<file path="config.mk">
export PLATFORM = sky130hd
export DESIGN_NAME = text_line_arbiter
export DESIGN_NICKNAME = d
export VERILOG_FILES = /design/src/rtl/text_line_arbiter.sv
export SDC_FILE = /design/constraint.sdc
export NUM_CORES = 2
export LEC_CHECK = 0
export CORE_AREA = 2 2 351 353
export DETAILED_ROUTE_END_ITERATION = 10
export DIE_AREA = 0 0 353 355
export SYNTH_ARGS = -nofsm -noshare
export SYNTH_HDL_FRONTEND = slang
export SYNTH_SLANG_ARGS = --single-unit
</file>
<file path="constraint.sdc">
create_clock -name CLK -period 2.2 [get_ports CLK]
set_clock_uncertainty 0.05 [all_clocks]
set_input_delay 0.44 -clock CLK [delete_from_list [all_inputs] [get_ports CLK]]
set_output_delay 0.44 -clock CLK [all_outputs]
set_load 0.05 [all_outputs]
</file>
<file path="src/rtl/text_line_arbiter.sv">
// text_line_arbiter: shared-write controller for the VGA text character buffer.
// Two line-write requesters and a whole-buffer clear compete for one buffer.
// Grants are round-robin between A and B, and the clear always wins. Every
// buffer update waits until the raster is outside the text band.
//
// Handshake: a requester raises req (or clr_req) with its row and line stable
// and holds it level. The block samples requests only in IDLE; the matching
// ack (ack_a, ack_b, clr_ack) pulses for exactly one cycle in HOLD, and the
// requester drops req on the edge that ends HOLD. A req still high in IDLE is
// taken as a new request. err_a/err_b pulse with the ack when the row was out
// of range, in which case the buffer is left untouched.
module text_line_arbiter #(
   parameter int         NUM_LINES  = 12,
   parameter int         SAFE_LO    = 60,
   parameter int         SAFE_HI    = 515,
   parameter logic [6:0] BLANK_CHAR = 7'h20
) (
   input  logic                     CLK,
   input  logic                     RST,
   input  logic [9:0]               ve_counter,
   input  logic                     req_a,
   input  logic [3:0]               row_a,
   input  logic [62:0]              line_a,
   output logic                     ack_a,
   output logic                     err_a,
   input  logic                     req_b,
   input  logic [3:0]               row_b,
   input  logic [62:0]              line_b,
   output logic                     ack_b,
   output logic                     err_b,
   input  logic                     clr_req,
   output logic                     clr_ack,
   output logic [NUM_LINES*63-1:0]  words,
   output logic                     busy
);

   localparam int         WW          = NUM_LINES * 63;
   localparam int         NCHARS      = NUM_LINES * 9;
   localparam logic [4:0] NUM_LINES_V = 5'(NUM_LINES);

   typedef enum logic [1:0] {ST_IDLE, ST_WAIT, ST_HOLD} state_t;
   typedef enum logic [1:0] {SRC_A, SRC_B, SRC_CLR}     src_t;

   state_t       state;
   state_t       next_state;
   src_t         src_q;
   logic [3:0]   row_q;
   logic [62:0]  line_q;
   logic         err_q;
   logic         last_b;      // 1 when B holds the most recent A/B grant

   logic         safe;
   logic         grant;
   src_t         grant_src;
   logic [3:0]   grant_row;
   logic [62:0]  grant_line;
   logic         grant_bad;
   logic         commit;

   assign safe = (ve_counter < 10'(SAFE_LO)) || (ve_counter > 10'(SAFE_HI));

   // Request selection: clear first, then round-robin between A and B.
   always_comb begin
      grant      = 1'b0;
      grant_src  = SRC_A;
      grant_row  = row_a;
      grant_line = line_a;
      if (clr_req) begin
         grant      = 1'b1;
         grant_src  = SRC_CLR;
         grant_row  = '0;
         grant_line = '0;
      end else if (req_a && (!req_b || last_b)) begin
         grant = 1'b1;
      end else if (req_b) begin
         grant      = 1'b1;
         grant_src  = SRC_B;
         grant_row  = row_b;
         grant_line = line_b;
      end
   end

   // A clear has no row, so it can never be out of range.
   assign grant_bad = (grant_src != SRC_CLR) && ({1'b0, grant_row} >= NUM_LINES_V);

   // Next-state logic; commit marks the single WAIT cycle that updates words.
   always_comb begin
      next_state = state;
      commit     = 1'b0;
      case (state)
         ST_IDLE: begin
            if (grant) begin
               next_state = grant_bad ? ST_HOLD : ST_WAIT;
            end
         end
         ST_WAIT: begin
            if (safe) begin
               commit     = 1'b1;
               next_state = ST_HOLD;
            end
         end
         ST_HOLD: next_state = ST_IDLE;
         default: next_state = ST_IDLE;
      endcase
   end

   // State register and grant latches; inputs are captured only on an IDLE grant.
   always_ff @(posedge CLK) begin
      if (RST) begin
         state  <= ST_IDLE;
         src_q  <= SRC_A;
         row_q  <= '0;
         line_q <= '0;
         err_q  <= 1'b0;
         last_b <= 1'b1;
      end else begin
         state <= next_state;
         if (state == ST_IDLE && grant) begin
            src_q  <= grant_src;
            row_q  <= grant_row;
            line_q <= grant_line;
            err_q  <= grant_bad;
            if (grant_src != SRC_CLR) begin
               last_b <= (grant_src == SRC_B);
            end
         end
      end
   end

   // Character buffer: blank on reset, changed only on a WAIT commit.
   always_ff @(posedge CLK) begin
      if (RST) begin
         words <= {NCHARS{BLANK_CHAR}};
      end else if (commit) begin
         if (src_q == SRC_CLR) begin
            words <= {NCHARS{BLANK_CHAR}};
         end else begin
            for (int r = 0; r < NUM_LINES; r++) begin
               if (row_q == 4'(r)) begin
                  words[WW-1-63*r -: 63] <= line_q;
               end
            end
         end
      end
   end

   assign busy    = (state != ST_IDLE);
   assign ack_a   = (state == ST_HOLD) && (src_q == SRC_A);
   assign ack_b   = (state == ST_HOLD) && (src_q == SRC_B);
   assign clr_ack = (state == ST_HOLD) && (src_q == SRC_CLR);
   assign err_a   = ack_a && err_q;
   assign err_b   = ack_b && err_q;

endmodule

</file>
==> metrics <==
vias in the first global route 24600; Max-cap violations 0; Die W 353 um; antenna viol nets, final 0; I/O pins 911; vias per cell 4.38; CTS Buffer Depth 3; gpl congestion 0.796; WL met3 8.26 mm; CTS Root Cell clkbuf_16; Synth area leaders dfxtp_1, mux2i_1, nand2b_1, mux2_2, nor2_1; Clock power frac 44.9%; DR vias 24600; largest net degree at the start of global routing 122; setup slack after layout -36.7 ps; Switch Pwr 8880 uW; share of layout cells above drive strength 1 14.1%; R2R Setup Slk 200 ps; PwrDens 739 mW/mm^2; Met1 Wirelength 51.8 mm; final wirelength 123 mm; most frequent cells in the layout dfxtp_1, mux2i_1, dlygate4sd2_1, nand2b_1, buf_4; Crit path required time 1710 ps; leakage 0.0245 uW; Reg-to-Reg Start row_q[3]; Worst Setup EP err_b; FILL cells 12200; area grow syn2layout 45.3%; CTS clk-pin slew, worst paths 70 ps; setup_tns -69.1 ps; Iteration-0 DRC Markers 1238; cell count after synthesis 2960; drt first pass iters 5; Worst Hold Slack 419 ps; core area 0.121 sq mm; CP Max Fanout 3; Die Ht 355 um; final-report max-slew violation count 0; met2 WL post-DR 58.5 mm; Setup-failing EPs final 3; Yosys top cell area share 51.4%; Seq pwr share 44.4%; crit-path cells nand2b_4 > nor3b_4 > and2_4 > buf_12; die area 0.125 sq mm; row cnt 128; critical path class flip-flop to primary output; failing checks negative setup slack; highest routed layer met5; RSZ-0062 raised after global routing true; reg2reg end words[664]; Slowest cell on crit path dfxtp_4; Final Hold Fails 0; nets 4063; crit path launch type flip-flop; H-tree depth 3; CTS tree built; cts bufs inserted 92; Avg WL per Cell 22.0 um; minimum clock period 2240 ps; Yosys top cell by area dfxtp_1; Worst-Margin Slew 675 ps; commonest non-fill, non-tap cell in the layout dfxtp_1; hold path depth 2; gr ovfl total 0; Sw Share 25.6%; Comb pwr share 10.7%; status finished with violations; Hold WC Path Type flip-flop to flip-flop; initial antenna violation count 8; wire length of the first global-routing pass 174 mm; register area share after synthesis 51.4%; Avg Cell Area, Syn 10.9 sq um; Worst IR Drop VDD 0.481 mV; max incr delay on CP 340 ps; Worst path depth 4; fmax 447 MHz; Synthesis Warnings 0; Internal 25800 uW; Worst R2R Path Depth 6; clock latency on the worst-skew pair 670 ps; final HPWL from detailed placement 88.3 mm; final period utilization 102%; Initial Utilization 26.6%; post-synthesis register bit count 829; Critical path buffers and inverters 1; Critical Path Source state[0]; Cell Area, Synth 0.0323 sq mm; DRC 0; Crit path arrival time 1750 ps; total power 34700 uW; Top delay family on crit path simple AND/OR/NAND/NOR gates; critical path endpoint category primary output; Synth cell types 37; PortBufs 908; Global Route Usage Sum 18.9%; sinks on the clock net 829; Slew HR 54.9%; syn_nets 3109
-- stage by stage --
step | utilization, % | std cells | setup slack, ps | cell area [sq um]
after floorplan | - | 2960 | -41.0 | 32300
after global placement | 36.7 | 5440 | -556 | 44600
after detailed placement | 36.7 | 5440 | -540 | 44600
after CTS | 38.6 | 5608 | -132 | 46900
after global routing | 38.6 | 5609 | -106 | 46900
final | 38.6 | 5610 | -36.7 | 46900
-- cell type report --
cell class / instances / area (sq um) / area share, %
sequential: 829 / 16600 / 35.4
clock buffer: 139 / 2760 / 5.89
antenna: 1 / 2.50 / 0.00534
multi-input combinational: 1854 / 14500 / 30.9
clock inverter: 25 / 294 / 0.627
timing repair buffer: 1137 / 10700 / 22.9
tap: 1625 / 2030 / 4.34
-- cell usage after synthesis (all sizes together) --
library cell  instances
dfxtp               829
mux2i               759
nand2b              653
nor2                187
clkbuf              170
buf                 107
a22oi                66
mux2                 66
nand2                59
a21oi                12
o21ai                12
nor3                  5
nand4bb               4
or4b                  4
nor2b                 3
a211oi                2
a21boi                2
and2                  2
nand4b                2
o211ai                2
or2                   2
or3                   2
a211o                 1
a32oi                 1
and3b                 1
nand4                 1
nor3b                 1
nor4                  1
o21a                  1
o31ai                 1
o41ai                 1
or4                   1
-- worst min path at each step --
stage	slack (ps)	end	from
CTS	410	line_q[43]	line_a[43]
finish	420	words[162]	words[162]
floorplan	390	err_q	err_q
global route	430	words[541]	words[541]
detailed placement	410	words[359]	words[359]
global placement	410	words[65]	words[65]
-- what timing repair did --
item / in CTS / in global routing
setup buffers: 3 / 1
gates resized for setup: 686 / 1
pin swaps: 2 / 2
hold buffers: 1 / 0
hold endpoints to repair: 1 / 0
endpoints found under the setup margin: 671 / 5
-- layer usage --
metal / vias to the layer above / GRT usage, %
met4: 8 / 7.47
li1: 11700 / -
met2: 749 / 31.8
met3: 204 / 5.18
met1: 11900 / 22.7
met5: - / 0
-- power by group through the flow --
stage | registers (uW) | logic (uW) | clock network (uW)
6_report | 15400 | 3720 | 15600
5_1_grt | 15400 | 3910 | 16500
4_1_cts | 15400 | 3760 | 16000
3_5_place_dp | 15700 | 3800 | 0
3_3_place_gp | 15700 | 3810 | 0
2_1_floorplan | 16200 | 1580 | 0
-- state kept, by name, indices dropped and copies added, names as in the netlist --
register	cells
words	756
state	2
last_b	1
err_q	1
line_q	63
src_q	2
row_q	4
-- worst reg2reg max path: stages, from the launching register on --
cell,delay (ps)
dfxtp_1,360
or4b_1,530
a21oi_1,270
o21ai_4,130
buf_12,170
buf_12,210
mux2i_1,140
-- kinds of logic (layout without fill, tap and decap cells) --
logic type | Yosys count | count (layout) | share of synthesized area [%]
AOI/OAI and AO/OA | 101 | 101 | 2.17
buffers and inverters | 277 | 1301 | 4.39
DFF | 829 | 829 | 51.4
muxes | 825 | 825 | 25.8
other | 0 | 1 | 0
and+or+nand+nor | 928 | 928 | 16.2
Note: power is estimated with default switching activity, not from simulation.
